<file path="config.mk">
export PLATFORM = sky130hd
export DESIGN_NAME = strobe_delay_sched
export DESIGN_NICKNAME = d
export VERILOG_FILES = /design/src/rtl/strobe_delay_sched_pkg.sv /design/src/rtl/strobe_delay_sched_ts_fifo.sv /design/src/rtl/strobe_delay_sched.sv
export SDC_FILE = /design/constraint.sdc
export NUM_CORES = 1
export LEC_CHECK = 0
export ABC_AREA = 0
export CAP_MARGIN = 15
export CORE_ASPECT_RATIO = 0.9
export CORE_MARGIN = 4
export CORE_UTILIZATION = 40
export DETAILED_ROUTE_END_ITERATION = 6
export HOLD_SLACK_MARGIN = 0.08
export MAX_ROUTING_LAYER = met4
export PLACE_DENSITY_LB_ADDON = 0.15
export SETUP_SLACK_MARGIN = 0.02
export SLEW_MARGIN = 15
export SYNTH_ARGS = -nofsm -noshare
export SYNTH_HDL_FRONTEND = slang
export SYNTH_SLANG_ARGS = --single-unit
</file>
<file path="constraint.sdc">
create_clock -name clk -period 5 [get_ports clk]
set_input_delay 1 -clock clk [delete_from_list [all_inputs] [get_ports clk]]
set_output_delay 1 -clock clk [all_outputs]
set_load 0.02 [all_outputs]
</file>
<file path="src/rtl/strobe_delay_sched_pkg.sv">
// Shared types and helpers for the programmable strobe delay scheduler.
package strobe_delay_pkg;

   localparam int DLY_MIN = 2;

   typedef enum logic {
      IDLE = 1'b0,
      RUN  = 1'b1
   } state_t;

   function automatic logic [31:0] clamp_delay(input logic [31:0] value);
      return (value < 32'(DLY_MIN)) ? 32'(DLY_MIN) : value;
   endfunction

endpackage

</file>
<file path="src/rtl/strobe_delay_sched_ts_fifo.sv">
// Deadline FIFO: DEPTH entries of W-bit timestamps, head readable combinationally.
module ts_fifo
   import strobe_delay_pkg::*;
#(
   parameter int W     = 16,
   parameter int DEPTH = 8
) (
   input  logic                       clk,
   input  logic                       reset,
   input  logic                       push,
   input  logic                       pop,
   input  logic [W-1:0]               din,
   output logic [W-1:0]               head,
   output logic                       full,
   output logic                       empty,
   output logic [$clog2(DEPTH+1)-1:0] count
);

   localparam int PTR_W = $clog2(DEPTH);
   localparam int CNT_W = $clog2(DEPTH+1);

   logic [W-1:0]     mem [DEPTH];
   logic [PTR_W-1:0] wr_ptr_reg;
   logic [PTR_W-1:0] rd_ptr_reg;
   logic [CNT_W-1:0] count_reg;
   logic             do_push;
   logic             do_pop;

   assign empty   = (count_reg == '0);
   assign full    = (count_reg == CNT_W'(DEPTH));
   assign count   = count_reg;
   assign head    = mem[rd_ptr_reg];
   assign do_pop  = pop && !empty;
   // A push into a full FIFO only lands when a pop frees the slot in the same cycle.
   assign do_push = push && (!full || do_pop);

   always_ff @(posedge clk) begin
      if (do_push) begin
         mem[wr_ptr_reg] <= din;
      end
   end

   always_ff @(posedge clk) begin
      if (reset) begin
         wr_ptr_reg <= '0;
         rd_ptr_reg <= '0;
         count_reg  <= '0;
      end else begin
         if (do_push) begin
            wr_ptr_reg <= wr_ptr_reg + PTR_W'(1);
         end
         if (do_pop) begin
            rd_ptr_reg <= rd_ptr_reg + PTR_W'(1);
         end
         case ({do_push, do_pop})
            2'b10:   count_reg <= count_reg + CNT_W'(1);
            2'b01:   count_reg <= count_reg - CNT_W'(1);
            default: count_reg <= count_reg;
         endcase
      end
   end

endmodule

</file>
<file path="src/rtl/strobe_delay_sched.sv">
// Re-issues each input strobe a configurable number of cycles later by queueing
// absolute deadlines against a free-running timestamp counter.
module strobe_delay_sched
   import strobe_delay_pkg::*;
#(
   parameter int DLY_W   = 16,
   parameter int DEPTH   = 8,
   parameter int DLY_RST = 2
) (
   input  logic                       clk,
   input  logic                       reset,
   input  logic [DLY_W-1:0]           cfg_delay,
   input  logic                       cfg_wr,
   output logic                       cfg_rej,
   output logic [DLY_W-1:0]           delay,
   input  logic                       in,
   output logic                       out,
   output logic [$clog2(DEPTH+1)-1:0] pending,
   output logic                       busy,
   output logic                       overflow,
   input  logic                       clr_ovf
);

   localparam int PEND_W = $clog2(DEPTH+1);

   logic [DLY_W-1:0]  tcnt_reg;
   logic [DLY_W-1:0]  delay_reg;
   logic              out_reg;
   logic              cfg_rej_reg;
   logic              ovf_reg;
   state_t            state_reg;
   state_t            state_next;

   logic [DLY_W-1:0]  head;
   logic              fifo_full;
   logic              fifo_empty;
   logic [PEND_W-1:0] fifo_count;

   logic              pop;
   logic              push_ok;
   logic              drop;
   logic              cfg_ok;

   // Pop one cycle ahead of the deadline so the registered out lands exactly on it.
   assign pop     = !fifo_empty && (head == tcnt_reg + DLY_W'(1));
   assign push_ok = in && (!fifo_full || pop);
   assign drop    = in && !push_ok;

   // A strobe stays pending until its out pulse has been issued.
   assign pending = fifo_count + PEND_W'(out_reg);
   assign cfg_ok  = cfg_wr && (pending == '0) && !in;

   ts_fifo #(
      .W     (DLY_W),
      .DEPTH (DEPTH)
   ) u_fifo (
      .clk   (clk),
      .reset (reset),
      .push  (push_ok),
      .pop   (pop),
      .din   (tcnt_reg + delay_reg),
      .head  (head),
      .full  (fifo_full),
      .empty (fifo_empty),
      .count (fifo_count)
   );

   always_ff @(posedge clk) begin
      if (reset) begin
         tcnt_reg    <= '0;
         delay_reg   <= DLY_W'(DLY_RST);
         out_reg     <= 1'b0;
         cfg_rej_reg <= 1'b0;
         ovf_reg     <= 1'b0;
         state_reg   <= IDLE;
      end else begin
         tcnt_reg    <= tcnt_reg + DLY_W'(1);
         out_reg     <= pop;
         cfg_rej_reg <= cfg_wr && !cfg_ok;
         state_reg   <= state_next;
         if (cfg_ok) begin
            delay_reg <= DLY_W'(clamp_delay(32'(cfg_delay)));
         end
         if (drop) begin
            ovf_reg <= 1'b1;
         end else if (clr_ovf) begin
            ovf_reg <= 1'b0;
         end
      end
   end

   // RUN is left once the FIFO has drained and the final out pulse is in flight.
   always_comb begin
      state_next = state_reg;
      case (state_reg)
         IDLE:    if (push_ok) state_next = RUN;
         RUN:     if (fifo_empty && !push_ok) state_next = IDLE;
         default: state_next = IDLE;
      endcase
   end

   assign out      = out_reg;
   assign cfg_rej  = cfg_rej_reg;
   assign overflow = ovf_reg;
   assign delay    = delay_reg;
   assign busy     = (state_reg == RUN);

endmodule

</file>
==> results.md, run 1 <==
* Post-synthesis share of cell area spent on full adders, half adders and majority gates at 4.11%
* GP Congestion at 0.791
* Arrival time worst endpoint at 4690 ps
* Via count of the first global-routing pass at 4806
* Wire length of the first global-routing pass at 28.5 mm
* Most used standard cells in the synthesized netlist: 128 x sky130_fd_sc_hd__edfxtp_1, 49 x sky130_fd_sc_hd__dfxtp_1, 49 x sky130_fd_sc_hd__nor2_1, 29 x sky130_fd_sc_hd__a21oi_1
* Post-synth net total at 604
* Register-to-Register Setup Slack at 660 ps
* Critical path buffers and inverters at 1
* Startpoint-to-endpoint class of the critical path: reg2reg
* Net count of the finished layout at 666
* Delay of the slowest cell on the worst path at 610 ps
* Predominant post-synthesis flop cell: sky130_fd_sc_hd__edfxtp_1
* Via count of the routed design at 4712
* Post-DR wirelength/cell at 20.5 µm
* Number of I/O port buffers at 44
* Relative slew slack at 34.7%
* Half-perimeter wire length after placement at 12.6 mm
* Sort of element at the end of the critical path: flip-flop
* Biggest area contributors in the synthesized netlist: sky130_fd_sc_hd__edfxtp_1 48%, sky130_fd_sc_hd__dfxtp_1 12%, sky130_fd_sc_hd__mux4_2 7.9%, sky130_fd_sc_hd__ha_1 3.6%, sky130_fd_sc_hd__mux2i_1 3.5%
* Total number of yosys warnings at 0
* Number of design-rule violations left by the first detailed-router iteration at 371
* Clock root buffer: sky130_fd_sc_hd__clkbuf_16
* Total DRC errors in the routed layout at 0
* Main combinational cell family by area after synthesis: multiplexers
* Util after Layout at 48.0%
* Clock sinks at 177
* Portion of synthesized cell area occupied by the leading cell type at 48.2%
* Number of flip-flops in the largest register at 128
* Number of buffers added to fix hold violations after cts at 0
* Overflow after GRT at 0
* Mean area per synthesized cell at 14.3 µm²
* Number of synthesized flops with an enable pin at 128
* Total inserted antenna cells at 0
* Final setup violation count at 0
* Worst supply voltage drop on vdd at 194 µV
* Unrepaired setup endpoints after global routing: no
* Share of cell area taken by muxes after synthesis at 11.7%
* Fraction of the yosys area taken by sequential cells at 60.5%
* Setup Skew at 13.6 ps
* Reported max-cap violation count at 0
* Status: finished, final reports clean
* PostCTS Resize Cnt at 0
* Cell with the most instances after synthesis: sky130_fd_sc_hd__edfxtp_1
* Design Area, Final at 9320 µm²
* Pin count of the biggest net entering global routing at 49
* Origin of the worst min-delay path: delay[12]
* Antenna violations before repair at 0
* Top Family by Delay on Critical Path: simple AND/OR/NAND/NOR gates
* Max Buffers Root-to-Sink at 2
* Max-slew violation count at 0
* Actual transition at the worst max-transition pin at 966 ps
* Summed instance area of the synthesized netlist at 7970 µm²
* Class of the most critical hold timing path: reg2reg
* Insertion delay of the later-clocked pin in the worst-skew pair at 440 ps
* Minimum period implied by the final worst setup slack at 4340 ps
* Post-route clock period utilization at 86.7%
* Overall routed net length at 18.1 mm
* Number of flip-flops and latches in the synthesized netlist at 177
* Die area at 22300 µm²
* Vert. Die Dim at 142 µm
* Gate Count Post-Synth at 558
* Layout overhead on the synthesized area at 16.9%
* Largest area contributor in the synthesized netlist: sky130_fd_sc_hd__edfxtp_1
* Clock-pin transition on the worst setup and hold timing paths at 70 ps
* Starting Density at 41.1%
* Post-Place Cell Area at 8760 µm²
* Crit start category: flip-flop
* CP Max Fanout at 16
* TritonCTS buffer count at 17
* Required @ worst endpoint at 5360 ps
* First-pass iteration count of the detailed router at 5
* Critical Path Slowest Stage Cell: sky130_fd_sc_hd__dfxtp_2
* Width of the die at 157 µm
* Row Count at 48
* Hold slack at 482 ps
* Post-Synth XOR/XNOR Area at 5.97%
* Final hold violation count at 0
* Share of post-route cells with drive strength above 1 at 15.2%
* Post-route setup TNS at 0 ps
* Max Fclk at 231 MHz
* Async S/R FF share, synth at 0%
* Number of top-level design ports at 45
* Series of cell instances along the critical path: buf_4 > mux4_2 > mux2i_1 > xnor3_1 > nor2_1 > nor4b_2 > a31oi_1 > nand2b_4 > ha_1 > ha_1 > a21o_1 > a21oi_1 > xnor2_1 > or3_1 > a21oi_1
* Floorplan core area at 19400 µm²
* Post-CTS repair timing setup buffer count at 0
* TritonCTS clock tree: yes
* Fillers at 1686
* Detail Route Antenna Nets at 0
* Total routing resource utilization after global routing at 17.8%
* Synth Area in Compound Gates at 5.42%
* Power density over the cells at 338 nW/µm²
* Static Leak at 3.17 nW
* Count of cell types in the netlist at 58
* Via-per-instance ratio at 5.34
* Synth Area in Simple Gates at 10.0%
* Number of levels in the clock H-tree at 4
[routing by layer]
metal	part of all wire, %	track usage (%)	vias up
met1	48	24.5	2372
li1	-	-	2258
met4	1.1	4.52	0
met5	0	-	-
met2	48	27.8	66
met3	2.6	3.20	16
[path summary, 6_finish.rpt]
check	depth (start not counted)	to
worst max-delay path	15	u_fifo.count[3]
worst min-delay path	2	delay[12]
worst max register to register	15	u_fifo.count[3]
worst min register to register	2	delay[12]
[kinds of logic after synthesis]
| logic type | Yosys count |
|---|---|
| DFF | 177 |
| muxes | 58 |
| AOI/OAI and AO/OA | 70 |
| adders and majority gates | 25 |
| buffers and inverters | 34 |
| and+or+nand+nor | 151 |
| xor gates and xnor gates | 43 |
[where the power goes]
| part | switching, W | leakage [nW] | internal, W |
|---|---|---|---|
| registers | 0.0000220 | 1.59 | 0.00162 |
| logic | 0.000136 | 1.30 | 0.0000954 |
| clock network | 0.000617 | 0.276 | 0.000659 |
[stage by stage]
step	cells	worst slack [ps]	total power [W]
floorplan	558	453	0.00181
global placement	851	761	0.00190
detailed placement	851	670	0.00191
CTS	883	673	0.00318
global route	883	308	0.00328
finish	883	663	0.00315
[cells in the final DEF, fill, tap and decap left out, drive strengths merged, types with 7 or more instances in the layout]
cell type,synthesis,final
buf,13,17
xor2,13,13
mux2i,28,28
a21oi,29,29
dfxtp,49,49
nand3,9,9
o21ai,11,11
ha,23,23
mux4,28,28
clkbuf,4,17
nor3,14,14
nor4,11,11
a22oi,7,7
nor2,49,49
clkdlybuf4s50,0,43
xnor2,23,23
nand2,28,28
edfxtp,128,128
inv,16,26
[worst register-to-register path, cell delays in order, from the launching register on]
cell	delay, ps
sky130_fd_sc_hd__dfxtp_2	610
sky130_fd_sc_hd__buf_4	370
sky130_fd_sc_hd__mux4_2	350
sky130_fd_sc_hd__mux2i_1	340
sky130_fd_sc_hd__xnor3_1	300
sky130_fd_sc_hd__nor2_1	130
sky130_fd_sc_hd__nor4b_2	300
sky130_fd_sc_hd__a31oi_1	170
sky130_fd_sc_hd__nand2b_4	210
sky130_fd_sc_hd__ha_1	250
sky130_fd_sc_hd__ha_1	290
sky130_fd_sc_hd__a21o_1	190
sky130_fd_sc_hd__a21oi_1	190
sky130_fd_sc_hd__xnor2_1	100
sky130_fd_sc_hd__or3_1	310
sky130_fd_sc_hd__a21oi_1	140
[layout make-up]
cell class                      instances  area [µm²]  share of cell area [%]
Clock buffer                           17         425                    4.57
Clock inverter                         15         136                    1.46
Inverter                               17        63.8                   0.685
Multi-Input combinational cell        347        3000                    32.2
Sequential cell                       177        4830                    51.8
Tap cell                              250         313                    3.36
Timing Repair Buffer                   60         556                    5.96
(Power assumes the default switching activity.)
==> inputs of run 2 (changes only) <==
--- a/config.mk
+++ b/config.mk
@@ -8,4 +8,6 @@
 export ABC_AREA = 0
 export CAP_MARGIN = 15
+export CELL_PAD_IN_SITES_DETAIL_PLACEMENT = 1
+export CELL_PAD_IN_SITES_GLOBAL_PLACEMENT = 2
 export CORE_ASPECT_RATIO = 0.9
 export CORE_MARGIN = 4
==> constraint.sdc (replaced) <==
create_clock -name clk -period 5 [get_ports clk]
set_input_delay 1.25 -clock clk [delete_from_list [all_inputs] [get_ports clk]]
set_output_delay 1.25 -clock clk [all_outputs]
set_load 0.02 [all_outputs]
==> run 2 against run 1 <==
Net effect: register-to-register slack worse by 210 ps; final cell count down 0.23%; sequential share of layout area shrank 0.28 points; first-iteration DRC count fell by 22%; global-route usage is 0.62 points higher; worst hold slack better by 3.7 ps; routed wire length grew 4.5%; flip-flop and latch count is the same; fmax shrank 4.6%; clock power rose by 4%; clock skew is 1.0 ps higher; critical path type unchanged.
==> results.md, run 2 (synthesized netlist as in run 1, its figures left out) <==
* Status: finished, final reports clean (unchanged)
* Net count of the finished layout at 664 (was 666)
* TritonCTS buffer count at 17 (unchanged)
* First-pass iteration count of the detailed router at 4 (was 5)
* Startpoint-to-endpoint class of the critical path: reg2reg (unchanged)
* Overflow after GRT at 0 (unchanged)
* Unrepaired setup endpoints after global routing: no (unchanged)
* Total routing resource utilization after global routing at 18.5% (was 17.8%)
* Cell depth of the worst min-delay path at 2 (unchanged)
* Post-DR wirelength/cell at 21.5 µm (was 20.5 µm)
* Overall routed net length at 18.9 mm (was 18.1 mm)
* Number of levels in the clock H-tree at 4 (unchanged)
* Via count of the first global-routing pass at 4996 (was 4806)
* Relative slew slack at 37.1% (was 34.7%)
* Arrival time worst endpoint at 4900 ps (was 4690 ps)
* Floorplan core area at 19400 µm² (unchanged)
* Class of the most critical hold timing path: reg2reg (unchanged)
* Via-per-instance ratio at 5.35 (was 5.34)
* Antenna violations before repair at 0 (unchanged)
* Half-perimeter wire length after placement at 13.1 mm (was 12.6 mm)
* Actual transition at the worst max-transition pin at 944 ps (was 966 ps)
* Static Leak at 3.18 nW (was 3.17 nW)
* Clock sinks at 177 (unchanged)
* TritonCTS clock tree: yes (unchanged)
* Final setup violation count at 0 (unchanged)
* Sort of element at the end of the critical path: flip-flop (unchanged)
* Crit start category: flip-flop (unchanged)
* Starting Density at 41.1% (unchanged)
* Number of top-level design ports at 45 (unchanged)
* Via count of the routed design at 4710 (was 4712)
* Most common library cell in the layout ignoring fill and taps: sky130_fd_sc_hd__edfxtp_1 (unchanged)
* Post-route setup TNS at 0 ps (unchanged)
* Design Area, Final at 9370 µm² (was 9320 µm²)
* Clock-pin transition on the worst setup and hold timing paths at 80 ps (was 70 ps)
* Number of cells traversed by the worst register-to-register path at 15 (unchanged)
* Worst supply voltage drop on vdd at 174 µV (was 194 µV)
* Width of the die at 157 µm (unchanged)
* Number of buffers added to fix hold violations after cts at 0 (unchanged)
* Most used cells in the layout excluding fill and tap cells: 128 x sky130_fd_sc_hd__edfxtp_1, 49 x sky130_fd_sc_hd__nor2_1, 48 x sky130_fd_sc_hd__dfxtp_1 (unchanged)
* Number of flip-flops in the largest register at 128 (unchanged)
* Vert. Die Dim at 142 µm (unchanged)
* Insertion delay of the later-clocked pin in the worst-skew pair at 440 ps (about the same)
* Row Count at 48 (unchanged)
* Origin of the worst min-delay path: busy (was delay[12])
* Setup Skew at 14.6 ps (was 13.6 ps)
* Detail Route Antenna Nets at 0 (unchanged)
* Power density over the cells at 342 nW/µm² (was 338 nW/µm²)
* Pre-CTS setup slack at 496 ps (was 670 ps)
* Util after Layout at 48.3% (was 48.0%)
* Minimum period implied by the final worst setup slack at 4550 ps (was 4340 ps)
* Total inserted antenna cells at 0 (unchanged)
* Pin count of the biggest net entering global routing at 49 (unchanged)
* Post-route clock period utilization at 90.9% (was 86.7%)
* Post-Place Cell Area at 8770 µm² (was 8760 µm²)
* Required @ worst endpoint at 5360 ps (about the same)
* Max Buffers Root-to-Sink at 2 (unchanged)
* Clock root buffer: sky130_fd_sc_hd__clkbuf_16 (unchanged)
* CP Max Fanout at 19 (was 16)
* Number of I/O port buffers at 44 (unchanged)
* Reported max-cap violation count at 0 (unchanged)
* PostCTS Resize Cnt at 0 (unchanged)
* Slack of the critical path at 454 ps (was 663 ps)
* Die area at 22300 µm² (unchanged)
* Total DRC errors in the routed layout at 0 (unchanged)
* GP Congestion at 0.771 (was 0.791)
* Max-slew violation count at 0 (unchanged)
* Final hold violation count at 0 (unchanged)
* Register-to-Register Setup Slack at 450 ps (was 660 ps)
* Share of post-route cells with drive strength above 1 at 15.1% (was 15.2%)
* Post-CTS repair timing setup buffer count at 0 (unchanged)
* Max Fclk at 220 MHz (was 231 MHz)
* Layout overhead on the synthesized area at 17.5% (was 16.9%)
* Wire length of the first global-routing pass at 29.7 mm (was 28.5 mm)
* Number of design-rule violations left by the first detailed-router iteration at 291 (was 371)
[run 2: changes by cell type in the layout (fill, tap and decap cells not counted), sizes merged]
cell    before  now
buf         17   15
clkinv       5    7
inv         26   24
[run 2: per-layer routing]
| layer | part of all wire, % | up-vias | GRT usage [%] | routed length [µm] |
|---|---|---|---|---|
| met5 | 0 | - | - | 0 |
| met4 | 0.86 | 0 | 3.79 | 163 |
| met3 | 3.0 | 21 | 3.75 | 562 |
| met2 | 48 | 66 | 29.0 | 9140 |
| met1 | 48 | 2366 | 25.1 | 9080 |
| li1 | - | 2257 | - | - |
[run 2: power by group]
| part | switching (W) | leakage (nW) | internal [W] |
|---|---|---|---|
| sequential | 0.0000227 | 1.59 | 0.00162 |
| clock | 0.000652 | 0.292 | 0.000679 |
| combinational | 0.000137 | 1.30 | 0.0000956 |
[run 2: worst paths after layout]
| kind | end |
|---|---|
| min | busy |
| min reg2reg | busy |
| max | u_fifo.count[3] |
| max reg2reg | u_fifo.count[3] |
[run 2: critical path: stages (launching register included)]
cell and delay, ps:
sky130_fd_sc_hd__dfxtp_2 660, sky130_fd_sc_hd__buf_12 250, sky130_fd_sc_hd__mux2i_1 110, sky130_fd_sc_hd__mux4_2 520, sky130_fd_sc_hd__xnor2_1 290, sky130_fd_sc_hd__o2111ai_1 250
sky130_fd_sc_hd__nor4b_2 350, sky130_fd_sc_hd__a31oi_1 300, sky130_fd_sc_hd__nand2b_4 270, sky130_fd_sc_hd__ha_1 250, sky130_fd_sc_hd__ha_1 290, sky130_fd_sc_hd__a21o_1 190
sky130_fd_sc_hd__a21oi_1 180, sky130_fd_sc_hd__xnor2_1 90, sky130_fd_sc_hd__or3_1 310, sky130_fd_sc_hd__a21oi_1 140
[run 2: area by class of cell]
type / count / area (µm²)
repair buffers: 58 / 566
clock inverters: 15 / 176
fillers: 1948 / 10000
clock buffers: 17 / 425
well taps: 250 / 313
inverters: 17 / 63.8
multi-input cells: 347 / 3000
flip-flops and latches: 177 / 4830
[run 2: through the flow]
stage          total power (W)  cells  hold WS, ps
6_report               0.00320    881          486
5_1_grt                0.00335    881          517
4_1_cts                0.00325    881          491
3_5_place_dp           0.00191    849          480
3_3_place_gp           0.00190    849          464
2_1_floorplan          0.00181    558          466
==> inputs of run 3 (changes only) <==
CORE_MARGIN = default   (was 4)
==> run 3 against run 2 <==
Net effect: fmax is 4.0% higher; clock skew is 1.9 ps lower; count of clock-buffer cells in the layout unchanged; utilization rose by 0.16 points; final cell count is 0.34% higher; die area is 7.9% lower; power grew 0.33%; critical path depth did not move; design area hardly changed; setup slack better by 180 ps; critical path type unchanged; critical endpoint unchanged; largest cell class unchanged; largest power group unchanged.
==> results.md, run 3 (synthesized netlist as in run 1, its figures left out) <==
* Util after Layout at 48.4% (was 48.3%)
* Placed insts at 852 (was 849)
* Via count of the first global-routing pass at 4907 (was 4996)
* Delay of the slowest cell on the worst path at 570 ps (was 660 ps)
* Post-DR wirelength/cell at 21.3 µm (was 21.5 µm)
* Setup Skew at 12.7 ps (was 14.6 ps)
* Most common library cell in the layout ignoring fill and taps: sky130_fd_sc_hd__edfxtp_1 (unchanged)
* Row Count at 48 (unchanged)
* Sort of element at the end of the critical path: flip-flop (unchanged)
* Critical Path Slowest Stage Cell: sky130_fd_sc_hd__a31oi_1 (was sky130_fd_sc_hd__dfxtp_2)
* Number of cells traversed by the worst register-to-register path at 15 (unchanged)
* Post-route clock period utilization at 87.4% (was 90.9%)
* Max Fclk at 229 MHz (was 220 MHz)
* Most used cells in the layout excluding fill and tap cells: 128 x sky130_fd_sc_hd__edfxtp_1, 49 x sky130_fd_sc_hd__nor2_1, 48 x sky130_fd_sc_hd__dfxtp_1 (unchanged)
* Max Buffers Root-to-Sink at 2 (unchanged)
* Total DRC errors in the routed layout at 0 (unchanged)
* Share of post-route cells with drive strength above 1 at 15.5% (was 15.1%)
* Multi-input logic area at 3000 µm² (unchanged)
* Static Leak at 3.19 nW (was 3.18 nW)
* Floorplan core area at 19300 µm² (was 19400 µm²)
* Power density over the cells at 343 nW/µm² (was 342 nW/µm²)
* Logic depth of the worst setup path including buffers at 15 (unchanged)
* Via count of the routed design at 4728 (was 4710)
* CP Max Fanout at 8 (was 19)
* Number of top-level design ports at 45 (unchanged)
* Post-route setup TNS at 0 ps (unchanged)
* Worst supply voltage drop on vdd at 198 µV (was 174 µV)
* Unrepaired setup endpoints after global routing: no (unchanged)
* Fillers at 1958 (was 1948)
* Final instance count without filler cells at 884 (was 881)
* Crit start category: flip-flop (unchanged)
* Die area at 20500 µm² (was 22300 µm²)
* First-pass iteration count of the detailed router at 4 (unchanged)
* Startpoint-to-endpoint class of the critical path: reg2reg (unchanged)
* Overflow after GRT at 0 (unchanged)
* Cell depth of the worst min-delay path at 2 (unchanged)
* Wire length of the first global-routing pass at 28.8 mm (was 29.7 mm)
* Width of the die at 151 µm (was 157 µm)
* Arrival time worst endpoint at 4730 ps (was 4900 ps)
* Insertion delay of the later-clocked pin in the worst-skew pair at 440 ps (about the same)
* Required @ worst endpoint at 5360 ps (about the same)
* Overall routed net length at 18.9 mm (about the same)
* Flip-flop and latch area at 4830 µm² (unchanged)
* Reported max-cap violation count at 0 (unchanged)
* Clock root buffer: sky130_fd_sc_hd__clkbuf_16 (unchanged)
* Critical path buffers and inverters at 1 (unchanged)
* Via-per-instance ratio at 5.35 (about the same)
* Series of cell instances along the critical path: buf_4 > mux4_2 > mux2i_1 > a21oi_1 > o2111ai_1 > nor4b_2 > a31oi_1 > nand2b_4 > ha_1 > ha_1 > a21o_1 > a21oi_1 > xnor2_1 > or3_1 > a21oi_1 (was buf_12 > mux2i_1 > mux4_2 > xnor2_1 > o2111ai_1 > nor4b_2 > a31oi_1 > nand2b_4 > ha_1 > ha_1 > a21o_1 > a21oi_1 > xnor2_1 > or3_1 > a21oi_1)
* Relative slew slack at 36.9% (was 37.1%)
* Status: finished, final reports clean (unchanged)
* Net count of the finished layout at 667 (was 664)
* Class of the most critical hold timing path: reg2reg (unchanged)
* Number of I/O port buffers at 44 (unchanged)
* Number of design-rule violations left by the first detailed-router iteration at 218 (was 291)
* Antenna violations before repair at 0 (unchanged)
* GP Congestion at 0.799 (was 0.771)
* PostCTS Resize Cnt at 0 (unchanged)
* Number of buffers added to fix hold violations after cts at 0 (unchanged)
* Clock sinks at 177 (unchanged)
* Post-CTS repair timing setup buffer count at 0 (unchanged)
* Number of flip-flops in the largest register at 128 (unchanged)
* Total inserted antenna cells at 0 (unchanged)
* Vert. Die Dim at 136 µm (was 142 µm)
* Total routing resource utilization after global routing at 20.3% (was 18.5%)
* Detail Route Antenna Nets at 0 (unchanged)
* TritonCTS buffer count at 17 (unchanged)
* Starting Density at 41.2% (was 41.1%)
* Number of levels in the clock H-tree at 4 (unchanged)
* TritonCTS clock tree: yes (unchanged)
* Max-slew violation count at 0 (unchanged)
* Actual transition at the worst max-transition pin at 947 ps (was 944 ps)
* Clock-pin transition on the worst setup and hold timing paths at 70 ps (was 80 ps)
* Pin count of the biggest net entering global routing at 49 (unchanged)
* Minimum period implied by the final worst setup slack at 4370 ps (was 4550 ps)
* Layout overhead on the synthesized area at 17.6% (was 17.5%)
* Half-perimeter wire length after placement at 13.3 mm (was 13.1 mm)
* Crit path top cell by count: sky130_fd_sc_hd__a21oi_1
* Final setup violation count at 0 (unchanged)
* Final hold violation count at 0 (unchanged)
* Top Family by Delay on Critical Path: compound AO/OA/AOI/OAI gates (unchanged)
run 3: changes by cell type in the layout (fill, tap and decap cells not counted):
cell / delta
sky130_fd_sc_hd__inv_12: -1
sky130_fd_sc_hd__buf_4: +4
sky130_fd_sc_hd__inv_6: +5
sky130_fd_sc_hd__bufinv_16: +1
sky130_fd_sc_hd__buf_12: -1
sky130_fd_sc_hd__inv_8: -3
sky130_fd_sc_hd__clkinv_8: -2
run 3: metrics by stage:
stage	instance area, µm²	total power [W]	hold WS (ps)	worst slack, ps
2_1_floorplan	7970	0.00181	466	453
3_3_place_gp	8780	0.00190	461	679
3_5_place_dp	8780	0.00191	477	534
4_1_cts	9370	0.00325	489	544
5_1_grt	9370	0.00332	500	219
6_report	9370	0.00322	486	630
run 3: path summary, 6_finish.rpt:
check	end	slack [ps]	from
worst max-delay path	u_fifo.count[3]	630	flip-flop
worst min-delay path	delay[7]	490	delay[7]
worst max register to register	u_fifo.count[3]	630	flip-flop
worst min register to register	delay[7]	490	delay[7]
run 3: per-layer routing:
metal	vias up	GRT usage (%)	part of all wire, %
li1	2255	-	-
met1	2406	26.3	48
met2	48	32.0	48
met3	19	4.46	2.6
met4	0	5.83	1.4
met5	-	-	0
run 3: where the power goes:
| group | total (W) | internal, W | switching (W) |
|---|---|---|---|
| registers | 0.00164 | 0.00162 | 0.0000228 |
| clock network | 0.00134 | 0.000712 | 0.000629 |
| logic | 0.000232 | 0.0000950 | 0.000137 |
| total | 0.00322 | 0.00243 | 0.000789 |
run 3: final cells by class:
class,count,share of cell area (%)
inverter,17,0.681
clock buffer,17,4.54
tap,250,3.34
sequential,177,51.5
timing repair buffer,61,6.14
multi-input combinational,347,32.0
clock inverter,15,1.79
run 3: worst reg2reg max path, cell delays in order, from the launching register on:
cell,delay (ps)
sky130_fd_sc_hd__dfxtp_2,470
sky130_fd_sc_hd__buf_4,260
sky130_fd_sc_hd__mux4_2,520
sky130_fd_sc_hd__mux2i_1,250
sky130_fd_sc_hd__a21oi_1,100
sky130_fd_sc_hd__o2111ai_1,370
sky130_fd_sc_hd__nor4b_2,90
sky130_fd_sc_hd__a31oi_1,570
sky130_fd_sc_hd__nand2b_4,320
sky130_fd_sc_hd__ha_1,220
sky130_fd_sc_hd__ha_1,250
sky130_fd_sc_hd__a21o_1,180
sky130_fd_sc_hd__a21oi_1,170
sky130_fd_sc_hd__xnor2_1,100
sky130_fd_sc_hd__or3_1,300
sky130_fd_sc_hd__a21oi_1,130
